**src/rtl/aes_round_ctrl_if.sv**
```systemverilog
// Handshake and datapath-control bundle between requester, aes_round_ctrl and the round datapath.
// Carries the abort line only when AES_ROUND_CTRL_ABORT_EN is defined.
interface aes_round_ctrl_if;
  logic       in_valid;
  logic       in_ready;
  logic       out_valid;
  logic       out_ready;
`ifdef AES_ROUND_CTRL_ABORT_EN
  logic       abort;
`endif
  logic       ld_state;
  logic       ld_key;
  logic       round_en;
  logic [3:0] round_idx;
  logic       final_round;
  logic [7:0] rcon;
  logic       busy;

`ifdef AES_ROUND_CTRL_ABORT_EN
  modport slave  (input in_valid, out_ready, abort,
                  output in_ready, out_valid, ld_state, ld_key, round_en,
                         round_idx, final_round, rcon, busy);
  modport master (output in_valid, out_ready, abort,
                  input in_ready, out_valid, ld_state, ld_key, round_en,
                        round_idx, final_round, rcon, busy);
`else
  modport slave  (input in_valid, out_ready,
                  output in_ready, out_valid, ld_state, ld_key, round_en,
                         round_idx, final_round, rcon, busy);
  modport master (output in_valid, out_ready,
                  input in_ready, out_valid, ld_state, ld_key, round_en,
                        round_idx, final_round, rcon, busy);
`endif
endinterface

```
**src/rtl/aes_round_ctrl.sv**
```systemverilog
// Round sequencer for an iterative AES-128 datapath: accept, NUM_ROUNDS rounds, hold result.
// Optional abort input enabled by defining AES_ROUND_CTRL_ABORT_EN.
module aes_round_ctrl #(
  parameter int NUM_ROUNDS       = 10,
  parameter int CYCLES_PER_ROUND = 1
) (
  input  logic             clk,
  input  logic             rst,
  aes_round_ctrl_if.slave  bus
);
  localparam int SW = (CYCLES_PER_ROUND > 1) ? $clog2(CYCLES_PER_ROUND) : 1;

  typedef enum logic [1:0] {S_IDLE, S_ROUND, S_DONE} state_t;

  state_t        r_state, w_next;
  logic [3:0]    r_round_idx;
  logic [7:0]    r_rcon;
  logic [SW-1:0] r_sub_cnt;

  logic w_abort, w_in_ready, w_accept, w_last_sub, w_final, w_round_en;
  logic [7:0] w_rcon_nxt;

`ifdef AES_ROUND_CTRL_ABORT_EN
  assign w_abort = bus.abort;
`else
  assign w_abort = 1'b0;
`endif

  assign w_last_sub = (r_sub_cnt == SW'(CYCLES_PER_ROUND - 1));
  assign w_final    = (r_state == S_ROUND) && (r_round_idx == 4'(NUM_ROUNDS));
  // DONE with out_ready re-opens the input so a new block loads on the same edge the result leaves
  assign w_in_ready = !w_abort && ((r_state == S_IDLE) || ((r_state == S_DONE) && bus.out_ready));
  assign w_accept   = bus.in_valid && w_in_ready && !rst;
  assign w_round_en = (r_state == S_ROUND) && w_last_sub && !w_abort && !rst;
  assign w_rcon_nxt = {r_rcon[6:0], 1'b0} ^ (r_rcon[7] ? 8'h1B : 8'h00);

  always_ff @(posedge clk) begin
    if (rst) begin
      r_state     <= S_IDLE;
      r_round_idx <= 4'd0;
      r_rcon      <= 8'h01;
      r_sub_cnt   <= '0;
    end else begin
      r_state <= w_next;
      if (w_accept) begin
        r_round_idx <= 4'd1;
        r_rcon      <= 8'h01;
        r_sub_cnt   <= '0;
      end else if (w_next == S_IDLE) begin
        r_round_idx <= 4'd0;
        r_rcon      <= 8'h01;
        r_sub_cnt   <= '0;
      end else if (r_state == S_ROUND) begin
        if (w_round_en) begin
          // the final round leaves index and rcon in place for the DONE state
          if (!w_final) begin
            r_round_idx <= r_round_idx + 4'd1;
            r_rcon      <= w_rcon_nxt;
            r_sub_cnt   <= '0;
          end
        end else begin
          r_sub_cnt <= r_sub_cnt + SW'(1);
        end
      end
    end
  end

  always_comb begin
    w_next = r_state;
    case (r_state)
      S_IDLE:  if (w_accept) w_next = S_ROUND;
      S_ROUND: begin
        if (w_abort)                    w_next = S_IDLE;
        else if (w_last_sub && w_final) w_next = S_DONE;
      end
      S_DONE: begin
        if (w_abort)            w_next = S_IDLE;
        else if (bus.out_ready) w_next = w_accept ? S_ROUND : S_IDLE;
      end
      default: w_next = S_IDLE;
    endcase
  end

  always_comb begin
    bus.in_ready    = w_in_ready;
    bus.out_valid   = (r_state == S_DONE);
    bus.ld_state    = w_accept;
    bus.ld_key      = w_accept;
    bus.round_en    = w_round_en;
    bus.round_idx   = r_round_idx;
    bus.final_round = w_final;
    bus.rcon        = r_rcon;
    bus.busy        = (r_state == S_ROUND) || (r_state == S_DONE);
  end
endmodule

```
**src/flat_wrapper.sv**
```systemverilog
// flat-port wrapper written by rule: the top's interface ports become plain ports
module aes_round_ctrl_flat 
#(
  parameter int NUM_ROUNDS       = 10,
  parameter int CYCLES_PER_ROUND = 1
)
  (clk, rst, bus_in_valid, bus_out_ready, bus_in_ready, bus_out_valid, bus_ld_state, bus_ld_key, bus_round_en, bus_round_idx, bus_final_round, bus_rcon, bus_busy);
  aes_round_ctrl_if bus_i ();
  input  logic clk;
  input  logic rst;
  input wire logic [$bits(bus_i.in_valid)-1:0] bus_in_valid;
  input wire logic [$bits(bus_i.out_ready)-1:0] bus_out_ready;
  output wire logic [$bits(bus_i.in_ready)-1:0] bus_in_ready;
  output wire logic [$bits(bus_i.out_valid)-1:0] bus_out_valid;
  output wire logic [$bits(bus_i.ld_state)-1:0] bus_ld_state;
  output wire logic [$bits(bus_i.ld_key)-1:0] bus_ld_key;
  output wire logic [$bits(bus_i.round_en)-1:0] bus_round_en;
  output wire logic [$bits(bus_i.round_idx)-1:0] bus_round_idx;
  output wire logic [$bits(bus_i.final_round)-1:0] bus_final_round;
  output wire logic [$bits(bus_i.rcon)-1:0] bus_rcon;
  output wire logic [$bits(bus_i.busy)-1:0] bus_busy;
  assign bus_i.in_valid = bus_in_valid;
  assign bus_i.out_ready = bus_out_ready;
  assign bus_in_ready = bus_i.in_ready;
  assign bus_out_valid = bus_i.out_valid;
  assign bus_ld_state = bus_i.ld_state;
  assign bus_ld_key = bus_i.ld_key;
  assign bus_round_en = bus_i.round_en;
  assign bus_round_idx = bus_i.round_idx;
  assign bus_final_round = bus_i.final_round;
  assign bus_rcon = bus_i.rcon;
  assign bus_busy = bus_i.busy;
  aes_round_ctrl #(.NUM_ROUNDS(NUM_ROUNDS), .CYCLES_PER_ROUND(CYCLES_PER_ROUND)) u_core (.clk(clk), .rst(rst), .bus(bus_i));
endmodule
```
**config.mk**
```make
export PLATFORM = sky130hd
export DESIGN_NAME = aes_round_ctrl_flat
export DESIGN_NICKNAME = d
export VERILOG_FILES = /design/src/rtl/aes_round_ctrl_if.sv /design/src/rtl/aes_round_ctrl.sv /design/src/flat_wrapper.sv
export SDC_FILE = /design/constraint.sdc
export NUM_CORES = 1
export LEC_CHECK = 0
export CELL_PAD_IN_SITES_DETAIL_PLACEMENT = 1
export CELL_PAD_IN_SITES_GLOBAL_PLACEMENT = 2
export CORE_MARGIN = 2
export CORE_UTILIZATION = 30
export DETAILED_ROUTE_END_ITERATION = 12
export PLACE_DENSITY_LB_ADDON = 0.1
export SYNTH_ARGS = -nofsm -noshare
export SYNTH_HDL_FRONTEND = slang
export SYNTH_SLANG_ARGS = --single-unit
export TNS_END_PERCENT = 5
```
**constraint.sdc**
```tcl
create_clock -name clk -period 4.5 [get_ports clk]
set_input_delay 0.675 -clock clk [delete_from_list [all_inputs] [get_ports clk]]
set_output_delay 0.675 -clock clk [all_outputs]
set_load 0.1 [all_outputs]
```
---- Word level (Yosys, flattened, before mapping) ----
Cells that the tools add are included.
cells by class
  add/subtract/negate cells ............... 2
  bitwise operators ....................... 3
  equality and inequality tests ........... 5
  reductions and logical operators ........ 18
  mux-type cells .......................... 13
operator list
  operator               count
  $mux W1                8
  $xor A8 B8 Y8          1
  $logic_and A1 B1 Y1    7
  $mux W2                3
  $pmux W2 S3            1
  $reduce_and A3 Y1      2
  $reduce_bool A3 Y1     2
  $mux W5                1
  $add A4 B1 Y4 const B  1
  $eq A4 B4 Y1 const B   1
  $logic_not A2 Y1       2
  $ne A3 B2 Y1 const B   1
  $reduce_or A3 Y1       1
  $eq A2 B1 Y1 const B   1
  $eq A2 B2 Y1 const B   1
  $logic_or A1 B1 Y1     2
  $ne A2 B2 Y1 const B   1
  $not A1 Y1             2
  $reduce_and A2 Y1      1
  $add A1 B1 Y1 const B  1
  $logic_not A1 Y1       1
storage, ports and cells
  word-level logic and storage cells ...... 46
  register bits ........................... 15

---- Logic depth before layout (Yosys ltp) ----
Gate-level depths: netlist of run 1.
  depth after elaboration ................. 11
  gate-level depth with buffers ........... 8
  depth with buffers taken out ............ 7

---- Worst setup path before layout of run 1 ----
No wires, ideal clock.
  kind .................................... flip-flop to output port
  from .................................... register u_core.r_state[0]
  to ...................................... output port bus_ld_state
  arrival time ............................ 3390 ps
  cell stages (with the launch flop) ...... 8
  setup slack ............................. 435 ps
  buffers on the path ..................... 1
  path through ............................ dfxtp_1 inv_1 ha_1 a21oi_1 inv_1 nand2b_1 inv_1 buf_4
between the ends
  cells in the longest elaborated chain, start to end .. 5
  elaborated cells between the ends (all ways) .. 6
ends and longest elaborated chain
  element                           line                  text
  from (decl)                       aes_round_ctrl.sv:15  state_t r_state, w_next;
  from (signal assigned)            aes_round_ctrl.sv:44  r_state <= w_next;
  $eq A2 B2 Y1                      -
  named net bus_out_valid           flat_wrapper.sv:14    output wire logic [$bits(bus_i.out_valid)-1:0] bus_out_valid;
  $logic_and A1 B1 Y1               aes_round_ctrl.sv:32  assign w_in_ready = !w_abort && ((r_state == S_IDLE) || ((r_state == S_DONE) && bus.out_ready));
  $logic_or A1 B1 Y1                aes_round_ctrl.sv:32
  named net bus_in_ready            flat_wrapper.sv:13    output wire logic [$bits(bus_i.in_ready)-1:0] bus_in_ready;
  $logic_and A1 B1 Y1 (2 in a row)  aes_round_ctrl.sv:33  assign w_accept = bus.in_valid && w_in_ready && !rst;
  to (decl)                         flat_wrapper.sv:15    output wire logic [$bits(bus_i.ld_state)-1:0] bus_ld_state;
The timed path passes the listed nets, and every way through them passes these cells.

---- Worst setup path in the final report of run 1 ----
  from .................................... input port bus_out_ready
  to ...................................... output port bus_in_ready
between the ends
  cells in the longest elaborated chain, start to end .. 2
ends and longest elaborated chain
  element              line                  text
  from (decl)          flat_wrapper.sv:12    input wire logic [$bits(bus_i.out_ready)-1:0] bus_out_ready;
  $logic_and A1 B1 Y1  aes_round_ctrl.sv:32
  $logic_or A1 B1 Y1   aes_round_ctrl.sv:32
  to (decl)            flat_wrapper.sv:13
Every way passes these cells.

==> impl_metrics.toml, run 1 <==
[outcome]
outcome = "finished clean"

[clock_network]
clk_pin_slew_ps = 80
clk_latency_ps = 280
numClockSinks = 15
cts_root_buffer = "clkbuf_4"
cts_tree = "done"
h-tree-depth = 1
clock_path_buffers = 2
cts_buffers = 3
postCtsHoldBufs = 0
cts_resized = 0
postCtsSetupRepairBufs = 0

[logic_synthesis]
syn_nets = 99
avgSynthCellArea_sq_um = 9.66
netlist_instances = 89
ys_warn_count = 0
synth_ff_type = "dfxtp_1"
async_reset_ff_frac = 0
synth_edf_count = 0
ys_types = 31
synth_seq_cells = 15
syn_area_sq_um = 860
ys_seq_area_frac = 0.349

[grt]
first_global_vias = 642
grt-ovfl-total = 0
grt_usage = 0.107
grt_max_degree = 17
antenna_found_initial = 0
grt_pass1_wl_um = 2730

[die]
fp.dieW_um = 57.5
initial_utilization = 0.314
fp.dieH_um = 57.5
rows = 19
core_sq_um = 2730
die-area_sq_um = 3310
ios = 23

[pwr]
power_uw = 282
p_leak_nw = 0.383
powerDensity_nw_per_um2 = 265
ir_worst_vdd_v = 0.000133

[placed_design]
port-buffer-count = 22
dpl.cell_count = 133
gp_congestion = 0.726
placed_area_sq_um = 1040
hpwlAfterDp_um = 1250
post-place-ws_ps = 1340

[route]
drtPass1Iterations = 4
wire_per_inst_um = 11.8
routed_wl_um = 1620
drcViolationCount = 0
drtIter0Drc = 13
avgViaCountPerCell = 4.65
vias = 637
ant_nets = 0

[sta]
max_slew_margin = 0.351
drv_slew = 0
rsz0062_at_grt = "no"
setup_ws_ps = 1340
fmax_mhz = 316
clock-skew-final_ps = 3.19
setup_viol = 0
finalHoldWorstSlack_ps = 528
period_share = 0.702
tightest_slew_ps = 970
min_period_ps = 3160
timing.setup.tns_ps = 0
hold_viol = 0

[worst_hold_path]
hold_depth = 2
holdCritPathClass = "flop to flop"
hp-start = "u_core.bus.rcon[5]$_SDFFE_PP0P_"

[layout]
fin_util = 0.390
diodes = 0
final_cell_area_sq_um = 1070
final_common_cell = "clkdlybuf4s50_1"
multi_input_area_sq_um = 462
regArea_sq_um = 300
instances_no_fill = 137
fin_nets = 117
syn2layout_area_growth_pct = 24.0
drive_gt1_frac = 0.151
nFillCells = 325
final_cell_mix = "clkdlybuf4s50_1, dfxtp_1, nor2_1, inv_1, ha_1"

[critical_path]
required_ps = 3830
cp_max_fo = 3
rr_startpoint = "u_core.bus.round_idx[0]$_SDFFE_PP0P_"
start_kind = "primary input"
rr_worst_depth = 6
endpoint_kind = "output port"
crit_arrival_ps = 2480
worst-setup-path-type = "primary input to output port"
crit_start = "bus_out_ready"

[run]
drv_cap = 0
-- Yosys cell counts (2+ instances only) --
| cell type | number | area (sq um) |
|---|---|---|
| xnor2_1 | 4 | 35.0 |
| inv_1 | 7 | 26.3 |
| nor2b_1 | 2 | 12.5 |
| xor2_1 | 2 | 17.5 |
| a211oi_2 | 3 | 37.5 |
| buf_6 | 2 | 22.5 |
| dfxtp_1 | 15 | 300 |
| buf_4 | 6 | 45.0 |
| nor2_1 | 12 | 45.0 |
| a21oi_1 | 2 | 10.0 |
| nand2_1 | 3 | 11.3 |
| mux2i_1 | 4 | 40.0 |
| nor2_2 | 2 | 12.5 |
| nand2b_1 | 2 | 12.5 |
| o21ai_0 | 2 | 10.0 |
| ha_1 | 6 | 75.1 |
-- registers in the layout (all words and copies together) (netlist names) --
register / count
u_core.bus.rcon: 8
u_core.bus.round_idx: 4
u_core.r_state: 2
u_core.r_sub_cnt: 1
-- path summary, 6_finish.rpt --
check,end,slack [ps]
setup / recovery,bus_in_ready,1340
hold / removal,u_core.bus.rcon[5]$_SDFFE_PP0P_,530
setup reg to reg,u_core.bus.rcon[0]$_SDFFE_PP1P_,2450
hold reg to reg,u_core.bus.rcon[5]$_SDFFE_PP0P_,530
-- routing by layer --
metal | vias to the layer above | global-route usage | part of all wire
li1 | 324 | - | -
met3 | 2 | 0.0204 | 0.029
met5 | - | 0 | 0
met1 | 302 | 0.124 | 0.45
met4 | 0 | 0.0598 | 0.012
met2 | 9 | 0.185 | 0.51
-- critical path: stages --
cell and delay [ps]:
clkdlybuf4s50_1 520, a21oi_1 90, inv_1 70, clkdlybuf4s50_1 1130
-- power by group --
| part | switching (mW) | total, mW | internal, mW |
|---|---|---|---|
| clock | 0.0404 | 0.0747 | 0.0343 |
| sequential | 0.00211 | 0.137 | 0.135 |
| combinational | 0.0517 | 0.0707 | 0.0190 |
-- layout make-up --
type	count	area share
repair buffers	22	0.200
multi-input cells	58	0.433
inverters	7	0.0246
well taps	31	0.0364
clock buffers	4	0.0246
flip-flops and latches	15	0.282
-- kinds of logic (layout without fill, tap and decap cells) --
logic type               after synthesis  in the layout  share of synthesized area
AND/OR/NAND/NOR                       27             27                      0.175
multiplexers                           4              4                     0.0466
AO/OA/AOI/OAI                         15             15                      0.167
buffers and inverters                 16             33                      0.114
adder cells (fa/ha/maj)                6              6                     0.0873
XOR/XNOR                               6              6                     0.0611
flip-flops                            15             15                      0.349
No activity file was read; power rests on OpenSTA's default activity.
==> run 2, diff against run 1 <==
--- a/config.mk
+++ b/config.mk
@@ -8,7 +8,7 @@
 export CELL_PAD_IN_SITES_DETAIL_PLACEMENT = 1
 export CELL_PAD_IN_SITES_GLOBAL_PLACEMENT = 2
 export CORE_MARGIN = 2
-export CORE_UTILIZATION = 30
+export CORE_UTILIZATION = 28
 export DETAILED_ROUTE_END_ITERATION = 12
 export PLACE_DENSITY_LB_ADDON = 0.1
 export SYNTH_ARGS = -nofsm -noshare
==> constraint.sdc (replaced) <==
create_clock -name clk -period 3.28 [get_ports clk]
set_input_delay 0.492 -clock clk [delete_from_list [all_inputs] [get_ports clk]]
set_output_delay 0.492 -clock clk [all_outputs]
set_load 0.1 [all_outputs]
==> impl_metrics.toml, run 2 (synthesis results as in run 1) <==
[layout]
drive_gt1_frac = 0.245
nFillCells = 358
syn2layout_area_growth_pct = 24.6
final_common_cell = "dfxtp_1"
diodes = 0
multi_input_area_sq_um = 472
largest_register_ff_count = 8
regArea_sq_um = 300
fin_nets = 117
final_cell_mix = "dfxtp_1, clkdlybuf4s50_1, nor2_1, buf_4"
fin_util = 0.360

[route]
vias = 653
avgViaCountPerCell = 4.70
drtPass1Iterations = 2
drtIter0Drc = 9
routed_wl_um = 1720
drcViolationCount = 0
wire_per_inst_um = 12.4
ant_nets = 0

[clock_network]
numClockSinks = 15
postCtsSetupRepairBufs = 0
clk_pin_slew_ps = 90
clock_path_buffers = 2
h-tree-depth = 1
postCtsHoldBufs = 0
cts_tree = "done"
cts_root_buffer = "clkbuf_4"
cts_resized = 0
cts_buffers = 3
clk_latency_ps = 270

[critical_path]
crit_arrival_ps = 1870
worst-setup-path-type = "flop to output port"
cp_max_fo = 3
crit_top_cell = "clkinvlp_4"
required_ps = 2790
crit_slowest_cell = "dfxtp_1"
start_kind = "flop"
max_stage_delay_ps = 380
endpoint_kind = "output port"
crit_chain = "inv_1 -> ha_1 -> a21oi_1 -> clkinvlp_4 -> nand2b_4 -> clkinvlp_4 -> buf_4"

[die]
die-area_sq_um = 3530
rows = 20
initial_utilization = 0.289
core_sq_um = 2980
fp.dieH_um = 59.4
ios = 23
fp.dieW_um = 59.4

[sta]
max_slew_margin = 0.349
setup_ws_ps = 914
finalHoldWorstSlack_ps = 534
fmax_mhz = 423
min_period_ps = 2370
drv_slew = 0
hold_viol = 0
setup_viol = 0
period_share = 0.721
clock-skew-final_ps = 1.25
tightest_slew_ps = 973
rsz0062_at_grt = "no"
timing.setup.tns_ps = 0

[pwr]
ir_worst_vdd_v = 0.000180
power_uw = 394
powerDensity_nw_per_um2 = 368
p_leak_nw = 0.390

[grt]
grt_pass1_wl_um = 3020
grt_max_degree = 17
first_global_vias = 688
antenna_found_initial = 0
grt-ovfl-total = 0
grt_usage = 0.113

[placed_design]
gp_congestion = 0.703
post-place-ws_ps = 858
port-buffer-count = 22
hpwlAfterDp_um = 1320

[run]
drv_cap = 0

[outcome]
outcome = "finished clean"

[worst_hold_path]
holdCritPathClass = "flop to flop"
-- run 2: cell count changes in the layout (fill, tap and decap cells not counted), sizes merged --
cell and delta:
clkinvlp +2, inv -2, buf +6, clkdlybuf4s50 -6
-- run 2: layer usage --
layer,part of all wire,vias to the layer above,GRT usage
met2,0.51,13,0.199
li1,-,323,-
met5,0,-,0
met4,0.012,0,0.0584
met1,0.44,315,0.134
met3,0.038,2,0.0131
-- run 2: layout make-up --
type,count,area share
flip-flops and latches,15,0.280
inverters,7,0.0315
repair buffers,22,0.185
well taps,33,0.0386
clock buffers,4,0.0245
multi-input cells,58,0.440
-- run 2: metrics by stage --
| step | cell area (sq um) | std cells |
|---|---|---|
| global route | 1070 | 139 |
| global placement | 1040 | 135 |
| CTS | 1070 | 139 |
| finish | 1070 | 139 |
| floorplan | 877 | 89 |
| detailed placement | 1040 | 135 |
-- run 2: worst paths after layout --
| path | end | cells past startpoint | slack [ps] | from |
|---|---|---|---|---|
| max | bus_ld_key | 7 | 910 | u_core.r_state[0]$_SDFF_PP0_ |
| min | u_core.bus.rcon[6]$_SDFFE_PP0P_ | 2 | 530 | u_core.bus.rcon[5]$_SDFFE_PP0P_ |
| max reg2reg | u_core.bus.rcon[0]$_SDFFE_PP1P_ | 6 | 1220 | u_core.bus.round_idx[0]$_SDFFE_PP0P_ |
| min reg2reg | u_core.bus.rcon[6]$_SDFFE_PP0P_ | 2 | 530 | u_core.bus.rcon[5]$_SDFFE_PP0P_ |
-- run 2: worst max-delay path: cells and delay by family (launching register included) --
family | cells | cell delay (ps)
adder cells (fa/ha/maj) | 1 | 240
AND/OR/NAND/NOR | 1 | 130
AO/OA/AOI/OAI | 1 | 260
buffers and inverters | 4 | 590
flip-flops | 1 | 380
-- run 2: where the power goes --
part	leakage [nW]	switching (mW)	internal [mW]	total (mW)
registers	0.121	0.00305	0.185	0.188
clock network	0.0150	0.0593	0.0471	0.106
logic	0.254	0.0727	0.0265	0.0992
==> run 3, diff against run 2 <==
--- a/config.mk
+++ b/config.mk
@@ -8,7 +8,7 @@
 export CELL_PAD_IN_SITES_DETAIL_PLACEMENT = 1
 export CELL_PAD_IN_SITES_GLOBAL_PLACEMENT = 2
 export CORE_MARGIN = 2
-export CORE_UTILIZATION = 28
+export CORE_UTILIZATION = 25
 export DETAILED_ROUTE_END_ITERATION = 12
 export PLACE_DENSITY_LB_ADDON = 0.1
 export SYNTH_ARGS = -nofsm -noshare
==> constraint.sdc (replaced) <==
create_clock -name clk -period 1.9 [get_ports clk]
set_input_delay 0.285 -clock clk [delete_from_list [all_inputs] [get_ports clk]]
set_output_delay 0.285 -clock clk [all_outputs]
set_load 0.1 [all_outputs]
==> impl_metrics.toml, run 3 (synthesis results as in run 1) <==
[grt]
use_met2 = 0.167
grt_pass1_wl_um = 3150
grt-ovfl-total = 0
grt_usage = 0.0996
grt_max_degree = 17
first_global_vias = 718
use_met3 = 0.0360
use_met1 = 0.121
busiest_layer = "met2"
antenna_found_initial = 0

[die]
core_sq_um = 3310
fp.dieH_um = 62.6
fp.dieW_um = 62.6
ios = 23
initial_utilization = 0.260
die-area_sq_um = 3920
rows = 21

[critical_path]
crit_arrival_ps = 1610
worst-setup-path-type = "primary input to output port"
required_ps = 1620
rrSetupSlack_ps = 120
rr_endpoint = "u_core.bus.rcon[0]$_SDFFE_PP1P_"
rr_worst_depth = 8
endpoint_kind = "output port"
rr_startpoint = "u_core.r_state[0]$_SDFF_PP0_"
cp_max_fo = 5
start_kind = "primary input"

[layout]
syn2layout_area_growth_pct = 54.6
multi_input_area_sq_um = 515
final_cell_mix = "buf_4, dfxtp_1, nor2_1, buf_12"
largest_register_ff_count = 8
fin_nets = 129
nFillCells = 383
diodes = 0
fin_util = 0.401
drive_gt1_frac = 0.475
final_cell_area_sq_um = 1330
final_common_cell = "buf_4"
regArea_sq_um = 305

[clock_network]
postCtsHoldBufs = 0
clk_latency_ps = 280
cts_buffers = 3
h-tree-depth = 1
numClockSinks = 15
clk_pin_slew_ps = 90
clock_path_buffers = 2
cts_root_buffer = "clkbuf_4"
cts_tree = "done"

[run]
drv_cap = 0

[route]
drtIter0Drc = 14
ant_nets = 0
drtPass1Iterations = 2
wire_per_inst_um = 11.0
vias = 684
avgViaCountPerCell = 4.17
drcViolationCount = 0
routed_wl_um = 1800

[sta]
fmax_mhz = 529
min_period_ps = 1890
setup_ws_ps = 9.65
max_slew_margin = 0.787
finalHoldWorstSlack_ps = 546
hold_viol = 0
setup_viol = 0
drv_slew = 0
rsz0062_at_grt = "yes"
clock-skew-final_ps = 3.16
tightest_slew_ps = 319
period_share = 0.995
timing.setup.tns_ps = 0

[worst_hold_path]
hold_depth = 2
holdCritPathClass = "flop to flop"
hold_end = "u_core.bus.round_idx[3]$_SDFFE_PP0P_"
hp-start = "u_core.bus.round_idx[3]$_SDFFE_PP0P_"

[pwr]
powerDensity_nw_per_um2 = 551
p_leak_nw = 0.510
ir_worst_vdd_v = 0.000385

[placed_design]
hpwlAfterDp_um = 1390
gp_congestion = 0.723
port-buffer-count = 22
post-place-ws_ps = -142
placed_area_sq_um = 1250

[outcome]
outcome = "finished clean"
[run 3: how the worst max path moves through the flow]
stage	start	cells past startpoint	slack, ps	endpoint
floorplan	u_core.r_state[0]$_SDFF_PP0_	7	-760	bus_ld_state
global placement	rst	7	-130	u_core.bus.rcon[0]$_SDFFE_PP1P_
detailed placement	rst	7	-140	u_core.bus.rcon[0]$_SDFFE_PP1P_
CTS	u_core.r_state[0]$_SDFF_PP0_	8	-30	bus_ld_state
global route	u_core.r_state[0]$_SDFF_PP0_	7	-80	bus_ld_state
finish	rst	5	10	bus_ld_state
[run 3: cell type report]
type	count	area share
multi-input cells	58	0.388
repair buffers	34	0.292
flip-flops and latches	15	0.230
well taps	46	0.0433
inverters	7	0.0273
clock buffers	4	0.0198
[run 3: timing repair]
action	CTS	global route
cloned	0	0
setup buffers	2	2
gates resized for setup	6	3
pin swaps	0	2
endpoints found under the setup margin	4	3
[run 3: critical path: stages]
cell and delay [ps]:
clkdlybuf4s50_1 650, nand2b_4 220, nand2b_4 140, clkinvlp_4 120
buf_12 180
[run 3: metrics by stage]
| stage | power (mW) | cells |
|---|---|---|
| 3_5_place_dp | 0.552 | 157 |
| 2_1_floorplan | 0.482 | 89 |
| 3_3_place_gp | 0.552 | 157 |
| 4_1_cts | 0.747 | 163 |
| 5_1_grt | 0.770 | 164 |
| 6_report | 0.732 | 164 |
[run 3: per-layer routing]
metal | routed length, um | part of all wire
met5 | 0 | 0
met4 | 12 | 0.0067
met3 | 98 | 0.054
met2 | 883 | 0.49
met1 | 804 | 0.45
[run 3: where the power goes]
part / switching [mW] / internal (mW) / total, mW
combinational: 0.141 / 0.0898 / 0.231
sequential: 0.00425 / 0.318 / 0.323
clock: 0.0971 / 0.0814 / 0.179
